<file path="src/rtl/register_bank_dump_if.sv">
// Connection bundle between the dump engine, the register bank read port and the debug TX stream.
interface register_bank_dump_if #(
    parameter int NB_DATA     = 32,
    parameter int NB_REGISTER = 5,
    parameter int NB_BYTE     = 8
);
    logic                   i_start;
    logic [NB_REGISTER-1:0] o_read_reg_sel;
    logic [NB_DATA-1:0]     i_data_read_reg;
    logic [NB_BYTE-1:0]     o_tx_data;
    logic                   o_tx_valid;
    logic                   i_tx_ready;
    logic                   o_busy;
    logic                   o_done;

    modport master (
        input  i_start,
        input  i_data_read_reg,
        input  i_tx_ready,
        output o_read_reg_sel,
        output o_tx_data,
        output o_tx_valid,
        output o_busy,
        output o_done
    );

    modport slave (
        output i_start,
        output i_data_read_reg,
        output i_tx_ready,
        input  o_read_reg_sel,
        input  o_tx_data,
        input  o_tx_valid,
        input  o_busy,
        input  o_done
    );
endinterface

</file>
<file path="src/rtl/register_bank_dump.sv">
// Walks every GPR through one bank read port and streams each word MSB-first as bytes
// on a valid/ready interface toward the debug UART.
module register_bank_dump #(
    parameter int NB_DATA     = 32,
    parameter int N_REGISTERS = 32,
    parameter int NB_REGISTER = 5,
    parameter int NB_BYTE     = 8
) (
    input  logic                    i_clock,
    input  logic                    i_reset,
    register_bank_dump_if.master    bus
);
    typedef enum logic [2:0] {
        IDLE,
        SELECT,
        CAPTURE,
        SEND,
        DONE
    } state_t;

    state_t                 state;
    state_t                 next_state;
    logic [NB_REGISTER-1:0] reg_idx;
    logic [1:0]             byte_cnt;
    logic [NB_DATA-1:0]     shift;
    logic                   last_byte;
    logic                   last_reg;

    assign last_byte = (byte_cnt == 2'd3);
    assign last_reg  = (reg_idx == NB_REGISTER'(N_REGISTERS - 1));

    assign bus.o_read_reg_sel = reg_idx;
    assign bus.o_tx_data      = shift[NB_DATA-1 -: NB_BYTE];

    always_ff @(posedge i_clock) begin
        if (i_reset) begin
            state <= IDLE;
        end else begin
            state <= next_state;
        end
    end

    always_ff @(posedge i_clock) begin
        if (i_reset) begin
            reg_idx  <= '0;
            byte_cnt <= '0;
            shift    <= '0;
        end else begin
            case (state)
                IDLE: begin
                    reg_idx  <= '0;
                    byte_cnt <= '0;
                end
                CAPTURE: begin
                    shift    <= bus.i_data_read_reg;
                    byte_cnt <= '0;
                end
                SEND: begin
                    if (bus.i_tx_ready) begin
                        shift    <= {shift[NB_DATA-NB_BYTE-1:0], {NB_BYTE{1'b0}}};
                        byte_cnt <= byte_cnt + 2'd1;
                        // reg_idx holds at the last register so the select never wraps
                        if (last_byte && !last_reg) begin
                            reg_idx <= reg_idx + NB_REGISTER'(1);
                        end
                    end
                end
                default: ;
            endcase
        end
    end

    // Outputs decode from the state register only, so valid never follows ready combinationally.
    always_comb begin
        next_state     = state;
        bus.o_tx_valid = 1'b0;
        bus.o_busy     = 1'b1;
        bus.o_done     = 1'b0;
        case (state)
            IDLE: begin
                bus.o_busy = 1'b0;
                if (bus.i_start) begin
                    next_state = SELECT;
                end
            end
            SELECT:  next_state = CAPTURE;
            CAPTURE: next_state = SEND;
            SEND: begin
                bus.o_tx_valid = 1'b1;
                if (bus.i_tx_ready && last_byte) begin
                    next_state = last_reg ? DONE : SELECT;
                end
            end
            DONE: begin
                bus.o_done = 1'b1;
                next_state = IDLE;
            end
            default: next_state = IDLE;
        endcase
    end
endmodule

</file>
<file path="src/flat_wrapper.sv">
// flat-port wrapper written by rule: the top's interface ports become plain ports
module register_bank_dump_flat 
#(
    parameter int NB_DATA     = 32,
    parameter int N_REGISTERS = 32,
    parameter int NB_REGISTER = 5,
    parameter int NB_BYTE     = 8
)
  (i_clock, i_reset, bus_i_start, bus_i_data_read_reg, bus_i_tx_ready, bus_o_read_reg_sel, bus_o_tx_data, bus_o_tx_valid, bus_o_busy, bus_o_done);
  register_bank_dump_if #(.NB_DATA(NB_DATA), .NB_REGISTER(NB_REGISTER), .NB_BYTE(NB_BYTE)) bus_i ();
  input  logic i_clock;
  input  logic i_reset;
  input wire logic [$bits(bus_i.i_start)-1:0] bus_i_start;
  input wire logic [$bits(bus_i.i_data_read_reg)-1:0] bus_i_data_read_reg;
  input wire logic [$bits(bus_i.i_tx_ready)-1:0] bus_i_tx_ready;
  output wire logic [$bits(bus_i.o_read_reg_sel)-1:0] bus_o_read_reg_sel;
  output wire logic [$bits(bus_i.o_tx_data)-1:0] bus_o_tx_data;
  output wire logic [$bits(bus_i.o_tx_valid)-1:0] bus_o_tx_valid;
  output wire logic [$bits(bus_i.o_busy)-1:0] bus_o_busy;
  output wire logic [$bits(bus_i.o_done)-1:0] bus_o_done;
  assign bus_i.i_start = bus_i_start;
  assign bus_i.i_data_read_reg = bus_i_data_read_reg;
  assign bus_i.i_tx_ready = bus_i_tx_ready;
  assign bus_o_read_reg_sel = bus_i.o_read_reg_sel;
  assign bus_o_tx_data = bus_i.o_tx_data;
  assign bus_o_tx_valid = bus_i.o_tx_valid;
  assign bus_o_busy = bus_i.o_busy;
  assign bus_o_done = bus_i.o_done;
  register_bank_dump #(.NB_DATA(NB_DATA), .N_REGISTERS(N_REGISTERS), .NB_REGISTER(NB_REGISTER), .NB_BYTE(NB_BYTE)) u_core (.i_clock(i_clock), .i_reset(i_reset), .bus(bus_i));
endmodule
</file>
<file path="config.mk">
export PLATFORM = sky130hd
export DESIGN_NAME = register_bank_dump_flat
export DESIGN_NICKNAME = d
export VERILOG_FILES = /design/src/rtl/register_bank_dump_if.sv /design/src/rtl/register_bank_dump.sv /design/src/flat_wrapper.sv
export SDC_FILE = /design/constraint.sdc
export NUM_CORES = 1
export LEC_CHECK = 0
export ABC_AREA = 1
export CAP_MARGIN = 20
export CORE_ASPECT_RATIO = 0.75
export CORE_UTILIZATION = 40
export DETAILED_ROUTE_END_ITERATION = 8
export PLACE_DENSITY = 0.71
export SLEW_MARGIN = 40
export SYNTH_ARGS = -nofsm -noshare
export SYNTH_HDL_FRONTEND = slang
export SYNTH_SLANG_ARGS = --single-unit
</file>
<file path="constraint.sdc">
create_clock -name i_clock -period 2.4 [get_ports i_clock]
set_clock_uncertainty 0.05 [all_clocks]
set_input_delay 0.36 -clock i_clock [delete_from_list [all_inputs] [get_ports i_clock]]
set_output_delay 0.36 -clock i_clock [all_outputs]
set_load 0.05 [all_outputs]
</file>
==> run_results.csv, run 1 <==
group,metric,value,unit
power_and_ir_drop,p_leak,1.104,nW
timing,slew_violations,0,
timing,fin_crit_sh,0.8321,
worst_setup_path,crit_cells,1,
worst_setup_path,path_cells,"clkdlybuf4s50_1",
timing,fin_crit,1997,ps
logic_synthesis,syn_nets,349,
cells_and_area,layout-drive-gt1-share,0.07246,
global_route,grt_overflow,0,
placement,gp_congestion,0.7779,
timing,hold_viol_final,0,
worst_setup_path,end_kind,"primary output",
worst_setup_path,path_class,"reg2out",
logic_synthesis,synth_fa_ha_area_frac,0.01748,
worst_setup_path,slowest_delay,850,ps
worst_setup_path,reg2reg_to,"u_core.bus.o_read_reg_sel[1]$_SDFFE_PP0P_",
cells_and_area,final_common_cell,"nand2_1",
cells_and_area,area_growth,25.52,%
logic_synthesis,synthMuxAreaShare,0,
worst_setup_path,r2r_slack,630,ps
power_and_ir_drop,p_total,1.725,mW
logic_synthesis,syn_area_per_cell,6.926,um2
cells_and_area,layout.nets,384,
clock_network,ctsRootBufferMaster,"clkbuf_8",
timing,rsz0062_at_grt,"no",
clock_network,cts_inserted_buffers,5,
floorplan,fp-row-count,22,
timing,fin_ws,403.1,ps
power_and_ir_drop,power_frac_clock,0.252,
placement,dp_hpwl,3364,um
global_route,grt_pass1_wl,8390,um
global_route,grt_usage,0.1900,
logic_synthesis,synth_cell_type_count,22,
job,cap_viol_max_count,0,
logic_synthesis,post-synth-top-area-cell,"dfxtp_1",
min_path,hp-start,"u_core.shift[0]$_SDFFE_PP0P_",
min_path,worstHoldPathCells,2,
clock_network,post_cts_resized,0,
status,status,"complete, no violations",
clock_network,htree_levels,2,
clock_network,clock_sinks,42,
drt,vias,2020,
logic_synthesis,synthSimpleGateAreaFrac,0.3846,
clock_network,clk_latency,300,ps
timing,setup_tns,0,ps
worst_setup_path,critPathRequiredTime,1990,ps
drt,drtAntennaViolNets,0,
drt,drt_iter0_markers,103,
floorplan,initial_utilization,0.4262,
logic_synthesis,syn_inst,310,
drt,routed_wl,5027,um
cells_and_area,diodes,0,
logic_synthesis,yosys_warnings,0,
logic_synthesis,synth_top_cell_area_share,0.3916,
clock_network,clockBufferDepth,2,
floorplan,die_y,65.45,um
logic_synthesis,synth_compound_area_frac,0.1020,
worst_setup_path,path_delay_family,"buffers and inverters",
power_and_ir_drop,power.internal,1.141,mW
logic_synthesis,synth_xor_area_frac,0,
clock_network,postCtsSetupBuffers,0,
timing,final-setup-viol-count,0,
floorplan,die_w,86.60,um
global_route,antenna_found_initial,0,
global_route,grt_max_degree,38,
logic_synthesis,ys_seq_elements,42,
worst_setup_path,critPathSlowestCell,"clkdlybuf4s50_1",
worst_setup_path,crit_fanout,6,
timing,fmax,0.5008,GHz
drt,avgRoutedWirePerCell,12.06,um
worst_setup_path,start_kind,"flop",
timing,max-slew-margin-rel,0.6570,
global_route,grt_pass1_vias,1811,
floorplan,die_area,5668,um2
clock_network,cts.hold.buffers_added,0,
logic_synthesis,synthTopCellsByArea,"dfxtp_1 39%, nand2_1 21%, a21oi_1 9.1%",
logic_synthesis,synth_area,2147,um2
floorplan,core_area,5037,um2
drt,drc_errors,0,
clock_network,clkTransAtPathRegs,80,ps
min_path,min_path_type,"reg2reg",
worst_setup_path,path_buf_inv,1,
timing,hold_ws,413.3,ps
logic_synthesis,synth_top_family_by_area,"simple AND/OR/NAND/NOR gates",
power_and_ir_drop,p_comb_frac,0.289,
power_and_ir_drop,sw_frac_of_total,0.3387,
power_and_ir_drop,switching_power,0.5843,mW
floorplan,io_pins,52,
clock_network,cts_tree,"done",
placement,port_buffers,51,
cells_and_area,design_area,2695,um2
worst_setup_path,reg2regPathDepth,10,
power_and_ir_drop,vdd_drop_max,0.3776,mV
placement,place_area,2616,um2
cells_and_area,final_cell_mix,"122 x nand2_1, 48 x clkdlybuf4s50_1, 42 x dfxtp_1",
logic_synthesis,ys_seq_area_frac,0.3916,
power_and_ir_drop,cellPowerDensity,640.1,nW/um2
placement,place_ws,565.9,ps
placement,dpl.cell_count,410,
timing,max_slew.worst_pin.slew,512.9,ps
drt,vias_per_cell,4.844,
drt,drtPass1Iterations,4,
power_and_ir_drop,power_frac_seq,0.459,
worst_setup_path,timing.rr.start,"u_core.bus.o_read_reg_sel[0]$_SDFFE_PP0P_",
cells_and_area,fin_util,0.5350,
cells_and_area,layout.cells.non_filler,417,
worst_setup_path,crit_arrival,1590,ps
min_path,min_to,"u_core.shift[0]$_SDFFE_PP0P_",
[cell usage after synthesis]
cell	n
a21boi_0	1
a21oi_1	39
a31oi_1	1
buf_2	2
buf_4	14
buf_6	3
clkbuf_1	8
dfxtp_1	42
ha_1	3
inv_1	10
inv_2	2
nand2_1	122
nand2_2	1
nand2_4	3
nand2_8	1
nand3_1	27
nand3_2	2
nand4_1	13
nor2_1	12
nor2_8	1
o21ai_0	2
or2_2	1
[logic make-up after synthesis]
family	count (synthesis)
AOI/OAI and AO/OA	43
adders and majority gates	3
DFF	42
and+or+nand+nor	183
buffers and inverters	39
[power by group through the flow]
stage / Combinational (mW) / Sequential [mW] / Clock, mW
2_1_floorplan: 0.361 / 0.810 / 0
3_3_place_gp: 0.492 / 0.806 / 0
4_1_cts: 0.500 / 0.790 / 0.444
6_report: 0.499 / 0.791 / 0.435
3_5_place_dp: 0.497 / 0.806 / 0
5_1_grt: 0.547 / 0.798 / 0.479
[worst max-delay path by stage]
stage / start / to / slack, ps
final: u_core.bus.o_read_reg_sel[2]$_SDFFE_PP0P_ / bus_o_read_reg_sel[2] / 400
after global routing: u_core.bus.o_read_reg_sel[0]$_SDFFE_PP0P_ / bus_o_read_reg_sel[0] / 370
after CTS: u_core.bus.o_read_reg_sel[2]$_SDFFE_PP0P_ / bus_o_read_reg_sel[2] / 400
after detailed placement: bus_i_tx_ready / u_core.shift[18]$_SDFFE_PP0P_ / 570
after global placement: bus_i_tx_ready / u_core.shift[2]$_SDFFE_PP0P_ / 610
after floorplan: u_core.bus.o_read_reg_sel[1]$_SDFFE_PP0P_ / u_core.bus.o_read_reg_sel[2]$_SDFFE_PP0P_ / 510
[registers in the layout, summed over array words and instances (netlist names)]
signal,flops
u_core.shift,32
u_core.bus.o_read_reg_sel,5
u_core.state,3
u_core.byte_cnt,2
[area by class of cell]
class	instances	area, um2
Clock buffer	5	68.82
Inverter	12	45.04
Sequential cell	42	840.8
Fill cell	499	2342
Timing Repair Buffer	55	558.0
Tap cell	72	90.09
Clock inverter	2	10.01
Multi-Input combinational cell	229	1082
[per-layer routing]
metal  vias to the layer above  share of wire  track usage
li1                       1068              -            -
met3                         8          0.055      0.04397
met5                         -              0            0
met2                        53           0.40       0.2778
met4                         0          0.015      0.07500
met1                       891           0.53       0.2693
(Power assumes the default switching activity.)
==> inputs of run 2 (changes only) <==
==> constraint.sdc (replaced) <==
create_clock -name i_clock -period 1.9 [get_ports i_clock]
set_clock_uncertainty 0.05 [all_clocks]
set_input_delay 0.285 -clock i_clock [delete_from_list [all_inputs] [get_ports i_clock]]
set_output_delay 0.285 -clock i_clock [all_outputs]
set_load 0.05 [all_outputs]
==> run_results.csv, run 2 (synthesis gave the netlist of run 1 again) <==
group,metric,value,unit
cells_and_area,design_area,2801,um2
clock_network,cts.hold.buffers_added,0,
drt,vias_per_cell,4.884,
timing,setup_tns,0,ps
floorplan,die_y,65.45,um
floorplan,die_w,86.60,um
drt,drc_errors,0,
cells_and_area,final_cell_mix,"121 x nand2_1, 45 x clkdlybuf4s50_1, 40 x dfxtp_1",
worst_setup_path,path_buf_inv,1,
floorplan,io_pins,52,
cells_and_area,final_common_cell,"nand2_1",
floorplan,die_area,5668,um2
power_and_ir_drop,p_leak,1.162,nW
drt,vias,2061,
job,cap_viol_max_count,0,
global_route,grt_usage,0.1962,
floorplan,core_area,5037,um2
clock_network,htree_levels,2,
global_route,grt_max_degree,33,
placement,dpl.cell_count,414,
global_route,grt_pass1_wl,8811,um
clock_network,postCtsSetupBuffers,0,
floorplan,fp-row-count,22,
cells_and_area,fin_util,0.5561,
cells_and_area,layout.cells.non_filler,422,
worst_setup_path,critPathRequiredTime,1560,ps
global_route,grt_pass1_vias,1920,
worst_setup_path,path_delay_family,"buffers and inverters",
global_route,antenna_found_initial,0,
clock_network,ctsRootBufferMaster,"clkbuf_8",
floorplan,initial_utilization,0.4262,
placement,place_area,2651,um2
power_and_ir_drop,cellPowerDensity,892.5,nW/um2
timing,fin_crit_sh,0.9509,
clock_network,clk_latency,290,ps
timing,max-slew-margin-rel,0.6623,
timing,fmax,0.5535,GHz
placement,port_buffers,51,
worst_setup_path,end_kind,"primary output",
worst_setup_path,path_cells,"clkdlybuf4s50_1",
worst_setup_path,crit_fanout,3,
worst_setup_path,path_class,"reg2out",
global_route,grt_overflow,0,
drt,drtPass1Iterations,5,
timing,max_slew.worst_pin.slew,504.9,ps
placement,gp_congestion,0.8486,
timing,fin_ws,93.30,ps
drt,drt_iter0_markers,144,
clock_network,cts_inserted_buffers,5,
clock_network,cts_tree,"done",
min_path,min_path_type,"reg2reg",
timing,slew_violations,0,
cells_and_area,diodes,0,
cells_and_area,regMostFlops,"u_core.shift",
timing,final-setup-viol-count,0,
worst_setup_path,start_kind,"flop",
cells_and_area,area_growth,30.48,%
placement,place_ws,149.4,ps
timing,fin_crit,1807,ps
worst_setup_path,crit_arrival,1470,ps
status,status,"complete, no violations",
worst_setup_path,critPathSlowestCell,"clkdlybuf4s50_1",
cells_and_area,layout.nets,388,
drt,drtAntennaViolNets,0,
clock_network,post_cts_resized,0,
drt,routed_wl,5082,um
clock_network,clkTransAtPathRegs,90,ps
power_and_ir_drop,vdd_drop_max,0.3524,mV
clock_network,clock_sinks,42,
placement,dp_hpwl,3458,um
cells_and_area,largest_register_ffs,32,
timing,hold_viol_final,0,
drt,avgRoutedWirePerCell,12.04,um
cells_and_area,layout-drive-gt1-share,0.1029,
clock_network,clockBufferDepth,2,
timing,rsz0062_at_grt,"no",
worst_setup_path,slowest_delay,820,ps
run 2: changes by cell type in the layout (fill, tap and decap cells not counted):
cell,delta
nand2_1,-1
clkdlybuf4s50_1,-3
dfxtp_2,+2
clkinv_2,-2
nand2_2,+1
bufinv_16,+2
nand3_2,-1
buf_4,+6
nand3_4,+1
dfxtp_1,-2
clkinv_4,+1
buf_12,+1
run 2: power breakdown:
group | total (mW) | internal (mW) | switching, mW
logic | 0.656 | 0.260 | 0.396
registers | 1.00 | 0.954 | 0.0472
clock network | 0.843 | 0.527 | 0.316
run 2: path summary, 6_finish.rpt:
check | from | to | slack (ps) | cells after the start
worst min-delay path | u_core.shift[28]$_SDFFE_PP0P_ | u_core.shift[28]$_SDFFE_PP0P_ | 410 | 2
worst max-delay path | u_core.bus.o_read_reg_sel[3]$_SDFFE_PP0P_ | bus_o_read_reg_sel[3] | 90 | 1
worst min register to register | u_core.shift[28]$_SDFFE_PP0P_ | u_core.shift[28]$_SDFFE_PP0P_ | 410 | 2
worst max register to register | u_core.bus.o_read_reg_sel[0]$_SDFFE_PP0P_ | u_core.bus.o_read_reg_sel[1]$_SDFFE_PP0P_ | 220 | 10
run 2: final cells by class:
class / instances / area (um2)
fill: 498 / 2236
sequential: 42 / 843.3
clock inverter: 3 / 68.82
clock buffer: 5 / 68.82
tap: 72 / 90.09
timing repair buffer: 59 / 593.1
inverter: 12 / 45.04
multi-input combinational: 229 / 1092
run 2: metal layers:
metal / vias to the layer above / share of wire / GRT usage
met3: 5 / 0.059 / 0.04397
met2: 61 / 0.41 / 0.2887
met5: - / 0 / 0
met4: 0 / 0.0053 / 0.04375
met1: 913 / 0.53 / 0.2904
li1: 1082 / - / -
run 2: metrics by stage:
stage / hold slack [ps] / power (mW)
after floorplan: 389.2 / 1.480
after global placement: 398.3 / 1.661
after detailed placement: 404.0 / 1.670
after CTS: 416.3 / 2.511
after global routing: 425.8 / 2.643
final: 414.6 / 2.500
